===== config.mk =====
export PLATFORM = sky130hd
export DESIGN_NAME = vga_timing_gen_flat
export DESIGN_NICKNAME = d
export VERILOG_FILES = /design/src/rtl/vga_timing_gen_pkg.sv /design/src/rtl/vga_if.sv /design/src/rtl/vga_axis_counter.sv /design/src/rtl/vga_timing_gen.sv /design/src/flat_wrapper.sv
export SDC_FILE = /design/constraint.sdc
export NUM_CORES = 1
export LEC_CHECK = 0
export CORE_ASPECT_RATIO = 0.5
export CORE_MARGIN = 1.5
export CORE_UTILIZATION = 51
export CTS_CLUSTER_SIZE = 30
export DETAILED_ROUTE_END_ITERATION = 10
export PLACE_DENSITY_LB_ADDON = 0.15
export SLEW_MARGIN = 20
export SYNTH_ARGS = -nofsm -noshare
export SYNTH_HDL_FRONTEND = slang
export SYNTH_SLANG_ARGS = --single-unit

===== constraint.sdc =====
create_clock -name clk -period 3.26 [get_ports clk]
set_input_delay 0.326 -clock clk [delete_from_list [all_inputs] [get_ports clk]]
set_output_delay 0.326 -clock clk [all_outputs]
set_load 0.01 [all_outputs]

===== src/rtl/vga_timing_gen_pkg.sv =====
// vga_timing_gen_pkg: shared 1024x768@60 timing constants and coordinate type
// Ports: none (package vgaPkg).
package vgaPkg;
   localparam int HACTIVE = 1024;
   localparam int HFP     = 24;
   localparam int HSYNC_W = 136;
   localparam int HBP     = 160;
   localparam int VACTIVE = 768;
   localparam int VFP     = 3;
   localparam int VSYNC_W = 6;
   localparam int VBP     = 29;
   localparam int HTOTAL  = HACTIVE + HFP + HSYNC_W + HBP;
   localparam int VTOTAL  = VACTIVE + VFP + VSYNC_W + VBP;
   typedef logic [10:0] coord_t;
endpackage


===== src/rtl/vga_if.sv =====
// vga_if: pixel pipeline bundle carrying counts, syncs, blanking and colour
// Ports: modport out (producer), modport in (consumer).
interface vga_if;
   import vgaPkg::*;
   coord_t      hcount, vcount;
   logic        hsync, hblnk, vsync, vblnk;
   logic [11:0] rgb;
   modport out(output hcount, hsync, hblnk, vcount, vsync, vblnk, rgb);
   modport in(input hcount, hsync, hblnk, vcount, vsync, vblnk, rgb);
endinterface


===== src/rtl/vga_axis_counter.sv =====
// vga_axis_counter: one timing axis (count, sync, blank) with wrap strobe
// Ports: clk, rst (sync, active-high), inc (advance), count, sync, blnk (registered), wrap (inc at last position).
import vgaPkg::*;
module vga_axis_counter #(
   parameter int ACTIVE = 1024,
   parameter int FP     = 24,
   parameter int SYNC_W = 136,
   parameter int BP     = 160
) (
   input  logic   clk,
   input  logic   rst,
   input  logic   inc,
   output coord_t count,
   output logic   sync,
   output logic   blnk,
   output logic   wrap
);
   localparam int TOTAL = ACTIVE + FP + SYNC_W + BP;
   coord_t nxt;
   assign wrap = inc && count == coord_t'(TOTAL - 1);
   assign nxt  = wrap ? '0 : inc ? count + 1'b1 : count;
   // Flags decode nxt so they line up with the count they describe.
   always_ff @(posedge clk)
      if (rst) begin
         count <= '0;
         sync  <= 1'b0;
         blnk  <= 1'b0;
      end else begin
         count <= nxt;
         blnk  <= nxt >= coord_t'(ACTIVE);
         sync  <= nxt >= coord_t'(ACTIVE + FP) && nxt < coord_t'(ACTIVE + FP + SYNC_W);
      end
endmodule


===== src/rtl/vga_timing_gen.sv =====
// vga_timing_gen: VGA raster timing source with frame strobe and animation toggle
// Ports: clk, rst (sync, active-high), enable (0 freezes everything),
//        frame_start (pulse at (0,0)), animation (toggles every ANIM_FRAMES frames),
//        out (vga_if producer: counts, active-high syncs, blanking, rgb=0).
module vga_timing_gen #(
   parameter int HACTIVE     = vgaPkg::HACTIVE,
   parameter int HFP         = vgaPkg::HFP,
   parameter int HSYNC_W     = vgaPkg::HSYNC_W,
   parameter int HBP         = vgaPkg::HBP,
   parameter int VACTIVE     = vgaPkg::VACTIVE,
   parameter int VFP         = vgaPkg::VFP,
   parameter int VSYNC_W     = vgaPkg::VSYNC_W,
   parameter int VBP         = vgaPkg::VBP,
   parameter int ANIM_FRAMES = 16
) (
   input  logic clk,
   input  logic rst,
   input  logic enable,
   output logic frame_start,
   output logic animation,
   vga_if.out   out
);
   import vgaPkg::coord_t;
   coord_t     hc, vc;
   logic       hs, hb, vs, vb, h_wrap, v_wrap, started;
   logic [7:0] frame_cnt;
   logic       last;
   // The first enabled edge after reset holds (0,0) so it can carry frame_start.
   vga_axis_counter #(.ACTIVE(HACTIVE), .FP(HFP), .SYNC_W(HSYNC_W), .BP(HBP)) u_h (
      .clk(clk), .rst(rst), .inc(enable && started),
      .count(hc), .sync(hs), .blnk(hb), .wrap(h_wrap));
   vga_axis_counter #(.ACTIVE(VACTIVE), .FP(VFP), .SYNC_W(VSYNC_W), .BP(VBP)) u_v (
      .clk(clk), .rst(rst), .inc(h_wrap),
      .count(vc), .sync(vs), .blnk(vb), .wrap(v_wrap));
   assign last = frame_cnt == 8'(ANIM_FRAMES - 1);
   always_ff @(posedge clk)
      if (rst) begin
         started     <= 1'b0;
         frame_start <= 1'b0;
         animation   <= 1'b0;
         frame_cnt   <= '0;
      end else if (enable) begin
         started     <= 1'b1;
         frame_start <= !started || v_wrap;
         if (v_wrap) begin
            frame_cnt <= last ? '0 : frame_cnt + 1'b1;
            animation <= animation ^ last;
         end
      end else
         frame_start <= 1'b0;
   assign out.hcount = hc;
   assign out.vcount = vc;
   assign out.hsync  = hs;
   assign out.hblnk  = hb;
   assign out.vsync  = vs;
   assign out.vblnk  = vb;
   assign out.rgb    = '0;
endmodule


===== src/flat_wrapper.sv =====
// flat-port wrapper written by rule: the top's interface ports become plain ports
module vga_timing_gen_flat import vgaPkg::coord_t;
#(
   parameter int HACTIVE     = vgaPkg::HACTIVE,
   parameter int HFP         = vgaPkg::HFP,
   parameter int HSYNC_W     = vgaPkg::HSYNC_W,
   parameter int HBP         = vgaPkg::HBP,
   parameter int VACTIVE     = vgaPkg::VACTIVE,
   parameter int VFP         = vgaPkg::VFP,
   parameter int VSYNC_W     = vgaPkg::VSYNC_W,
   parameter int VBP         = vgaPkg::VBP,
   parameter int ANIM_FRAMES = 16
)
  (clk, rst, enable, frame_start, animation, out_hcount, out_hsync, out_hblnk, out_vcount, out_vsync, out_vblnk, out_rgb);
  vga_if out_i ();
  input  logic clk;
  input  logic rst;
  input  logic enable;
  output logic frame_start;
  output logic animation;
  output wire logic [$bits(out_i.hcount)-1:0] out_hcount;
  output wire logic [$bits(out_i.hsync)-1:0] out_hsync;
  output wire logic [$bits(out_i.hblnk)-1:0] out_hblnk;
  output wire logic [$bits(out_i.vcount)-1:0] out_vcount;
  output wire logic [$bits(out_i.vsync)-1:0] out_vsync;
  output wire logic [$bits(out_i.vblnk)-1:0] out_vblnk;
  output wire logic [$bits(out_i.rgb)-1:0] out_rgb;
  assign out_hcount = out_i.hcount;
  assign out_hsync = out_i.hsync;
  assign out_hblnk = out_i.hblnk;
  assign out_vcount = out_i.vcount;
  assign out_vsync = out_i.vsync;
  assign out_vblnk = out_i.vblnk;
  assign out_rgb = out_i.rgb;
  vga_timing_gen #(.HACTIVE(HACTIVE), .HFP(HFP), .HSYNC_W(HSYNC_W), .HBP(HBP), .VACTIVE(VACTIVE), .VFP(VFP), .VSYNC_W(VSYNC_W), .VBP(VBP), .ANIM_FRAMES(ANIM_FRAMES)) u_core (.clk(clk), .rst(rst), .enable(enable), .frame_start(frame_start), .animation(animation), .out(out_i));
endmodule

==> results of run 1 <==
## routing by layer
metal / track usage / part of all wire / vias to the layer above
met5: 0 / 0 / -
met3: 0.05660 / 0.056 / 11
met1: 0.3129 / 0.49 / 912
met2: 0.3381 / 0.43 / 70
met4: 0.07214 / 0.018 / 0
li1: - / - / 951
## worst max-delay path, delay by kind of cell, from the launching register on
family                   cells  cell delay (ps)
buffers and inverters        1              280
flip-flops                   1              420
AND/OR/NAND/NOR              2              720
adder cells (fa/ha/maj)      1              260
AO/OA/AOI/OAI                4              870
## report_power, final
group | leakage [uW] | internal, uW | switching [uW]
clock network | 0.0000574 | 249 | 176
logic | 0.000562 | 9.93 | 18.7
registers | 0.000299 | 454 | 3.35
total | 0.000918 | 713 | 198
## area by class of cell
cell class,instances,area [sq um]
inverter,3,11.26
tap,54,67.56
multi-input combinational,209,1294
clock inverter,2,37.54
fill,333,1385
sequential,37,740.7
timing repair buffer,36,345.3
clock buffer,6,82.58
## per-stage QoR
stage / setup WS (ps) / std cells
6_report: 597.2 / 347
5_1_grt: 336.8 / 347
4_1_cts: 602.3 / 347
3_5_place_dp: 379.7 / 339
3_3_place_gp: 480.4 / 339
2_1_floorplan: 744.5 / 272
## registers in the layout, indices dropped and copies added (netlist names)
| signal | count |
|---|---|
| u_core.u_h.sync | 1 |
| u_core.u_v.blnk | 1 |
| u_core.animation | 1 |
| u_core.u_h.count | 11 |
| u_core.frame_cnt | 8 |
| u_core.frame_start | 1 |
| u_core.u_v.count | 11 |
| u_core.started | 1 |
| u_core.u_v.sync | 1 |
| u_core.u_h.blnk | 1 |
## kinds of logic (layout without fill, tap and decap cells)
group                    after synthesis  after routing  share of synthesized area
AND/OR/NAND/NOR                      128            128                     0.3173
AO/OA/AOI/OAI                         37             37                     0.1249
flip-flops                            37             37                     0.3472
buffers and inverters                 26             47                    0.06862
XOR/XNOR                              25             25                     0.1026
adder cells (fa/ha/maj)                4              4                    0.02346
multiplexers                           3              3                    0.01408
other                                  1             12                   0.001758
## cell usage after synthesis, types with 3 or more instances
cell type	n
a21oi_1	10
and4_1	3
buf_2	3
buf_4	12
clkbuf_1	7
dfxtp_1	37
ha_1	4
inv_1	3
mux2i_1	3
nand2_1	26
nand2b_1	7
nand3_1	11
nand4_1	6
nor2_1	33
nor3_1	15
nor3b_1	5
o21ai_0	9
or3_1	4
xnor2_1	13
xor2_1	12
## cell usage in the layout (no fill, tap or decap), types with 3 or more instances in the layout
| cell | instances |
|---|---|
| mux2i_1 | 3 |
| ha_1 | 4 |
| dfxtp_1 | 37 |
| clkbuf_8 | 6 |
| conb_1 | 12 |
| inv_1 | 3 |
| buf_4 | 6 |
| clkdlybuf4s50_1 | 30 |
| nor3b_1 | 5 |
| or3_1 | 4 |
| nor3_1 | 15 |
| nand3_1 | 11 |
| o21ai_0 | 9 |
| nand2_1 | 26 |
| nand2b_1 | 7 |
| and4_1 | 3 |
| nand4_1 | 6 |
| a21oi_1 | 10 |
| xor2_1 | 12 |
| nor2_1 | 33 |
| xnor2_1 | 13 |
## final timing paths
path | to | slack, ps | cells past startpoint
worst max-delay path | u_core.u_v.sync$_SDFF_PP0_ | 600 | 8
worst max register to register | u_core.u_v.sync$_SDFF_PP0_ | 600 | 8
worst min-delay path | u_core.frame_cnt[1]$_SDFFE_PP0P_ | 480 | 2
worst min register to register | u_core.frame_cnt[1]$_SDFFE_PP0P_ | 480 | 2
==> results.tsv, run 1 <==
stage	metric	value	unit
outcome	status	finished clean	
grt	grt_pass1_vias	1782	
placement	numPortBuffers	30	
synthesis	async_flop_share	0	
synthesis	synth_seq_cells	37	
clock_network	cts_resized	0	
grt	grt_pass1_wl	8224	um
clock_network	cts_buffers	5	
timing	fmax	375.5	MHz
clock_network	h-tree-depth	2	
clock_network	cts_tree	yes	
timing	skew	7.712	ps
synthesis	ys_seq_area_frac	0.3472	
pwr	leakage	0.0009179	uW
timing	grt_setup_unrepaired	false	
clock_network	cts_hold_repair.buffers	0	
pwr	power_density	353.3	nW/um^2
timing	slew_viol_final	0	
drt	ant_nets	0	
setup_path	crit_required	3450	ps
cells_and_area	nets	299	
job	cap_violations	0	
drt	drc	0	
floorplan	die_w	94.47	um
setup_path	crit_type	register to register	
synthesis	ys_types	52	
setup_path	cp_max_fo	12	
synthesis	synth_warnings	0	
placement	hpwl	3215	um
cells_and_area	antenna_cells	0	
synthesis	synth_top_area_frac	0.3472	
clock_network	clk_path_buf_depth	2	
worst_hold_path	hold_start	u_core.frame_cnt[1]$_SDFFE_PP0P_	
synthesis	yosys-top-cells-area	dfxtp_1, nor2_1, xnor2_1, xor2_1, nand2_1	
synthesis	yosys.area.top_type	dfxtp_1	
floorplan	io_pins	43	
setup_path	crit_path_end_kind	register	
grt	grt_max_degree	24	
setup_path	cp_data_arrival_time	2850	ps
grt	gr-total-overflow	0	
clock_network	clk_pin_slew	80	ps
clock_network	root_buffer	clkbuf_8	
synthesis	synth_edf_count	0	
setup_path	critPathMaxStageDelay	490	ps
cells_and_area	drive_above_1_share	0.07850	
synthesis	synth.avg_cell_area	8.174	sq um
synthesis	synth_ff_type	dfxtp_1	
clock_network	cts_setup_buffers	0	
drt	firstDrtPassIters	5	
floorplan	die_h	48.74	um
timing	relSlewSlack	0.6126	
setup_path	timing.rr.start	u_core.u_h.count[0]$_SDFF_PP0_	
pwr	finalPower	911.0	uW
pwr	ir_drop	0.0001765	V
drt	routed_wl	4704	um
synthesis	netlist_area	2133	sq um
setup_path	crit_slowest_cell	nor4_2	
setup_path	startpoint_type	register	
timing	period_share	0.8168	
clock_network	clkLatencyLatePin	290	ps
placement	dpl_cell_area	2459	sq um
grt	antenna_found_initial	0	
cells_and_area	area_growth	20.88	%
placement	gp_congestion	0.8715	
clock_network	cts_sinks	37	
timing	hold_viol	0	
floorplan	coreArea	3964	sq um
cells_and_area	fin_area	2579	sq um
grt	grt_util_all_layers	0.2241	
drt	vias	1944	
cells_and_area	final_core_util	0.6506	
floorplan	num_rows	16	
worst_hold_path	hold_path_class	register to register	
setup_path	crit_chain	ha_1 > nand4_2 > nor4_2 > buf_4 > a31oi_1 > a21boi_0 > o21bai_1 > a2111oi_2	
timing	setup_violations	0	
timing	setup_tns	0	ps
floorplan	die_area	4604	sq um
drt	drtIter0Drc	98	
setup_path	setup.worst_path.start	u_core.u_h.count[0]$_SDFF_PP0_	
drt	viasPerCell	5.602	
timing	timing.hold.ws	481.7	ps
timing	tightest_slew	576.6	ps
drt	wl_per_cell	13.56	um
floorplan	start_util	0.5382	
synthesis	synthCells	261	
timing	post-route-min-period	2663	ps
Power figures use the tool's default switching activity.
==> run 2: changes to the inputs <==
- CORE_UTILIZATION: 51 -> 46
- clock period: 3.26 -> 2.2 ns (I/O delays scaled with it)
==> run 2 against run 1 <==
Clock-buffer cell count unchanged. Utilization up 2.8 points. Flip-flop and latch count unchanged. Non-clock buffer count is 43 higher. Final area up 16%.
==> results.tsv, run 2 (synthesized netlist as in run 1, its figures left out) <==
stage	metric	value	unit
drt	viasPerCell	5.244	
drt	routed_wl	5191	um
clock_network	h-tree-depth	2	
setup_path	crit_path_end_kind	register	
setup_path	crit_slowest_cell	or4_4	
floorplan	die_h	51.16	um
setup_path	startpoint_type	register	
cells_and_area	multi_input_area	1369	sq um
timing	post-route-min-period	2185	ps
setup_path	worst-path-buf-inv	1	
worst_hold_path	hold_start	u_core.frame_cnt[1]$_SDFFE_PP0P_	
timing	period_share	0.9933	
timing	setup_violations	0	
drt	drtIter0Drc	68	
placement	gp_congestion	0.8589	
timing	slew_viol_final	0	
clock_network	cts_sinks	37	
clock_network	cts_tree	yes	
timing	skew	3.479	ps
worst_hold_path	min_to	u_core.frame_cnt[1]$_SDFFE_PP0P_	
setup_path	setup.worst_path.start	u_core.u_h.count[1]$_SDFF_PP0_	
setup_path	reg2reg_to	u_core.u_v.sync$_SDFF_PP0_	
setup_path	cp_max_fo	8	
worst_hold_path	holdPathStages	2	
setup_path	crit_family	simple AND/OR/NAND/NOR gates	
floorplan	die_w	99.31	um
cells_and_area	fillers	380	
floorplan	num_rows	17	
cells_and_area	final_core_util	0.6782	
floorplan	die_area	5080	sq um
setup_path	crit_required	2400	ps
timing	setup_tns	0	ps
placement	hpwl	3827	um
pwr	ir_drop	0.0002483	V
timing	timing.hold.ws	496.0	ps
clock_network	root_buffer	clkbuf_8	
drt	drc	0	
cells_and_area	nets	342	
setup_path	timing.rr.start	u_core.u_h.count[1]$_SDFF_PP0_	
setup_path	crit_chain	ha_4 > nand4_4 > or4_4 > buf_6 > o21ai_0 > nor4bb_1 > o2bb2ai_1 > a2111oi_4	
pwr	power_density	453.4	nW/um^2
setup_path	r2r_slack	10	ps
setup_path	crit_type	register to register	
floorplan	start_util	0.4822	
drt	ant_nets	0	
placement	post-place-ws	-336.3	ps
cells_and_area	drive_above_1_share	0.2262	
setup_path	reg2reg_depth	8	
setup_path	critPathMaxStageDelay	560	ps
setup_path	cp_data_arrival_time	2380	ps
clock_network	clkLatencyLatePin	300	ps
grt	grt_max_degree	22	
clock_network	clk_pin_slew	80	ps
clock_network	cts_buffers	5	
floorplan	coreArea	4424	sq um
worst_hold_path	hold_path_class	register to register	
floorplan	io_pins	43	
grt	antenna_found_initial	0	
cells_and_area	regArea	749.5	sq um
timing	final.setup.worst_slack	14.71	ps
outcome	status	finished clean	
grt	grt_pass1_vias	1883	
timing	fmax	457.6	MHz
cells_and_area	area_growth	40.65	%
drt	firstDrtPassIters	4	
timing	grt_setup_unrepaired	true	
grt	grt_pass1_wl	8514	um
timing	hold_viol	0	
grt	grt_util_all_layers	0.2151	
drt	vias	2061	
cells_and_area	mostFrequentLayoutCell	buf_4	
drt	wl_per_cell	13.21	um
job	cap_violations	0	
cells_and_area	final_cell_mix	buf_4, dfxtp_1, nor2_1, clkdlybuf4s50_1, nand2_1	
grt	gr-total-overflow	0	
pwr	leakage	0.001155	uW
placement	numPortBuffers	30	
clock_network	clk_path_buf_depth	2	
cells_and_area	antenna_cells	0	
cells_and_area	reg_top3	u_core.u_h.count: 11 flops, u_core.u_v.count: 11 flops, u_core.frame_cnt: 8 flops	
## run 2: how the worst max path moves through the flow
stage / to / slack [ps] / cells after the start
floorplan: u_core.u_v.sync$_SDFF_PP0_ / -130 / 8
global placement: u_core.u_v.sync$_SDFF_PP0_ / -260 / 7
detailed placement: u_core.u_v.sync$_SDFF_PP0_ / -340 / 7
CTS: u_core.u_v.sync$_SDFF_PP0_ / 10 / 9
global route: u_core.u_v.sync$_SDFF_PP0_ / -50 / 8
finish: u_core.u_v.sync$_SDFF_PP0_ / 10 / 8
## run 2: cell type report
| class | instances | share of cell area |
|---|---|---|
| multi-input combinational | 209 | 0.4562 |
| sequential | 37 | 0.2498 |
| timing repair buffer | 79 | 0.2264 |
| clock buffer | 6 | 0.02752 |
| tap | 57 | 0.02377 |
| clock inverter | 2 | 0.01251 |
| inverter | 3 | 0.003753 |
## run 2: stage by stage
step                      cells  instance area (sq um)  power [uW]
after CTS                   392                   2970        1374
after floorplan             272                   2215       735.9
final                       393                   3000        1360
after detailed placement    383                   2806       745.4
after global placement      383                   2806       744.3
after global routing        393                   3000        1411
## run 2: tightest hold or removal path: cells and delay by family (launching register included)
family | cells | cell delay, ps
flip-flops | 1 | 330
AND/OR/NAND/NOR | 1 | 60
AO/OA/AOI/OAI | 1 | 60
## run 2: routing by layer
metal	part of all wire	track usage	wire [um]	up-vias
met1	0.48	0.2754	2505	959
met3	0.055	0.04514	284	5
met4	0.0094	0.07042	49	0
met5	0	0	0	-
li1	-	-	-	1041
met2	0.45	0.3676	2351	56
## run 2: what timing repair did
action	in CTS	in global routing
resized for setup	7	7
setup endpoints to repair	1	9
hold buffers	0	0
buffers inserted	1	1
pin swaps	3	5
## run 2: report_power, final
group          switching (uW)  total [uW]  internal [uW]  leakage, uW
logic                    32.9        55.0           22.1     0.000797
clock network             261         630            369    0.0000574
registers                3.47         676            672     0.000301
total                     298        1360           1060      0.00115
==> run 3: changes to the inputs <==
- RECOVER_POWER: not set -> 100
- REMOVE_ABC_BUFFERS: not set -> 1
==> run 3 against run 2 <==
Wire length fell by 0.42%. First-iteration DRC count did not move. Critical path depth rose by 1. Worst hold slack improved by 2.2 ps. Via count fell by 0.34%. Register-to-register slack barely moved. Die area did not move. Fmax fell by 0.37%. Setup slack got worse by 8.2 ps. Cell count fell by 0.76%. Clock power fell by 24%.
==> results.tsv, run 3 (synthesized netlist as in run 1, its figures left out) <==
stage	metric	value	unit
floorplan	io_pins	43	
cells_and_area	final_cell_mix	buf_4, dfxtp_1, nor2_1, dlygate4sd3_1, nand2_1	
cells_and_area	final_cells	390	
job	cap_violations	0	
pwr	power_density	416.0	nW/um^2
setup_path	timing.rr.start	u_core.u_h.count[1]$_SDFF_PP0_	
clock_network	clk_path_buf_depth	2	
clock_network	cts_hold_repair.buffers	0	
grt	grt_pass1_wl	8680	um
floorplan	die_h	51.16	um
drt	drc	0	
setup_path	r2r_slack	6	ps
clock_network	h-tree-depth	2	
timing	final.setup.worst_slack	6.494	ps
cells_and_area	final_core_util	0.6567	
pwr	ir_drop	0.0002295	V
timing	fmax	455.9	MHz
clock_network	cts_tree	yes	
setup_path	startpoint_type	register	
setup_path	crit_path_end_kind	register	
cells_and_area	mostFrequentLayoutCell	buf_4	
cells_and_area	area_growth	36.19	%
worst_hold_path	hold_start	u_core.frame_cnt[1]$_SDFFE_PP0P_	
grt	grt_pass1_vias	1922	
cells_and_area	nets	340	
floorplan	die_area	5080	sq um
placement	post-place-ws	-246.4	ps
timing	hold_viol	0	
outcome	status	finished clean	
drt	routed_wl	5169	um
pwr	share_seq_of_total_power	0.560	
grt	antenna_found_initial	0	
setup_path	setup.worst_path.start	u_core.u_h.count[1]$_SDFF_PP0_	
timing	grt_setup_unrepaired	true	
grt	gr-total-overflow	0	
floorplan	start_util	0.4822	
clock_network	cts_buffers	5	
placement	hpwl	3847	um
pwr	p_sw_frac	0.2199	
floorplan	die_w	99.31	um
pwr	combPwrFrac	0.044	
setup_path	reg2reg_depth	9	
placement	gp_congestion	0.8979	
floorplan	coreArea	4424	sq um
cells_and_area	drive_above_1_share	0.1982	
timing	slew_viol_final	0	
drt	firstDrtPassIters	4	
timing	tightest_slew	1087	ps
worst_hold_path	min_to	u_core.frame_cnt[1]$_SDFFE_PP0P_	
drt	wl_per_cell	13.25	um
pwr	clkPwrFrac	0.396	
clock_network	clk_pin_slew	70	ps
placement	dpl_cell_area	2775	sq um
placement	numPortBuffers	30	
clock_network	cts_sinks	37	
grt	grt_max_degree	24	
floorplan	num_rows	17	
pwr	leakage	0.001227	uW
cells_and_area	fin_area	2905	sq um
setup_path	reg2reg_to	u_core.u_v.sync$_SDFF_PP0_	
pwr	intPower	942.9	uW
timing	period_share	0.9970	
timing	skew	2.668	ps
clock_network	clkLatencyLatePin	280	ps
drt	ant_nets	0	
pwr	power_switching	265.8	uW
cells_and_area	antenna_cells	0	
placement	place_inst	382	
setup_path	crit_required	2380	ps
drt	drtIter0Drc	68	
clock_network	root_buffer	clkbuf_8	
timing	setup_violations	0	
grt	grt_util_all_layers	0.2164	
cells_and_area	reg_top3	u_core.u_h.count: 11 flops, u_core.u_v.count: 11 flops, u_core.frame_cnt: 8 flops	
timing	post-route-min-period	2194	ps
worst_hold_path	holdPathStages	2	
setup_path	cp_max_fo	10	
setup_path	cp_data_arrival_time	2380	ps
setup_path	crit_type	register to register	
worst_hold_path	hold_path_class	register to register	
drt	vias	2054	
drt	viasPerCell	5.267	
timing	relSlewSlack	0.2752	
cells_and_area	fillers	388	
## run 3: cell types whose count changed in the layout (fill, tap and decap cells not counted), moves of 2 or more
cell,delta
clkdlybuf4s50_1,-29
dlygate4sd3_1,+29
dfxtp_4,-2
buf_4,-3
buf_6,-2
clkbuf_1,+3
## run 3: area by class of cell
type                    count  area, sq um  area share
repair buffers             77        661.9      0.2278
clock buffers               7        86.33     0.02972
multi-input cells         209         1331      0.4582
well taps                  57        71.32     0.02455
flip-flops and latches     37        743.2      0.2558
inverters                   3        11.26    0.003876
## run 3: what timing repair did
item,4_1_cts,5_1_grt
setup endpoints to repair,1,4
pin swaps,1,0
gates resized for setup,5,5
setup buffers,0,1
## run 3: how the worst max path moves through the flow
stage	end	slack [ps]	cells past startpoint
after global placement	u_core.u_v.sync$_SDFF_PP0_	-210	7
final	u_core.u_v.sync$_SDFF_PP0_	6	9
after detailed placement	u_core.u_v.sync$_SDFF_PP0_	-250	7
after global routing	u_core.u_v.sync$_SDFF_PP0_	-140	9
after CTS	u_core.u_v.sync$_SDFF_PP0_	-8	7
after floorplan	u_core.u_v.sync$_SDFF_PP0_	-1670	7
## run 3: power groups by stage
stage          Combinational, uW  Sequential, uW  Clock [uW]
5_1_grt                     58.9             677         524
4_1_cts                     54.9             677         488
2_1_floorplan               19.9             695           0
3_3_place_gp                53.6             691           0
6_report                    52.9             677         479
3_5_place_dp                54.2             691           0
## run 3: critical path: stages, from the launching register on
cell	delay, ps
dfxtp_2	360
ha_4	140
nand4_2	110
buf_4	180
nor4_4	310
buf_6	180
a31oi_1	120
a21boi_0	250
o21bai_1	110
a2111oi_2	340
## run 3: stage by stage
stage	hold slack, ps	power (uW)	setup TNS (ps)
finish	498.3	1209	0
floorplan	289.1	714.5	-35730
global placement	461.0	744.4	-921.5
global route	547.0	1259	-159.5
detailed placement	480.8	745.5	-992.1
CTS	490.7	1220	-7.770
## run 3: per-layer routing
metal	track usage	routed length, um	vias up
li1	-	-	1034
met1	0.2849	2568	966
met2	0.3550	2344	50
met3	0.05609	216	4
met5	0	0	-
met4	0.06103	40	0
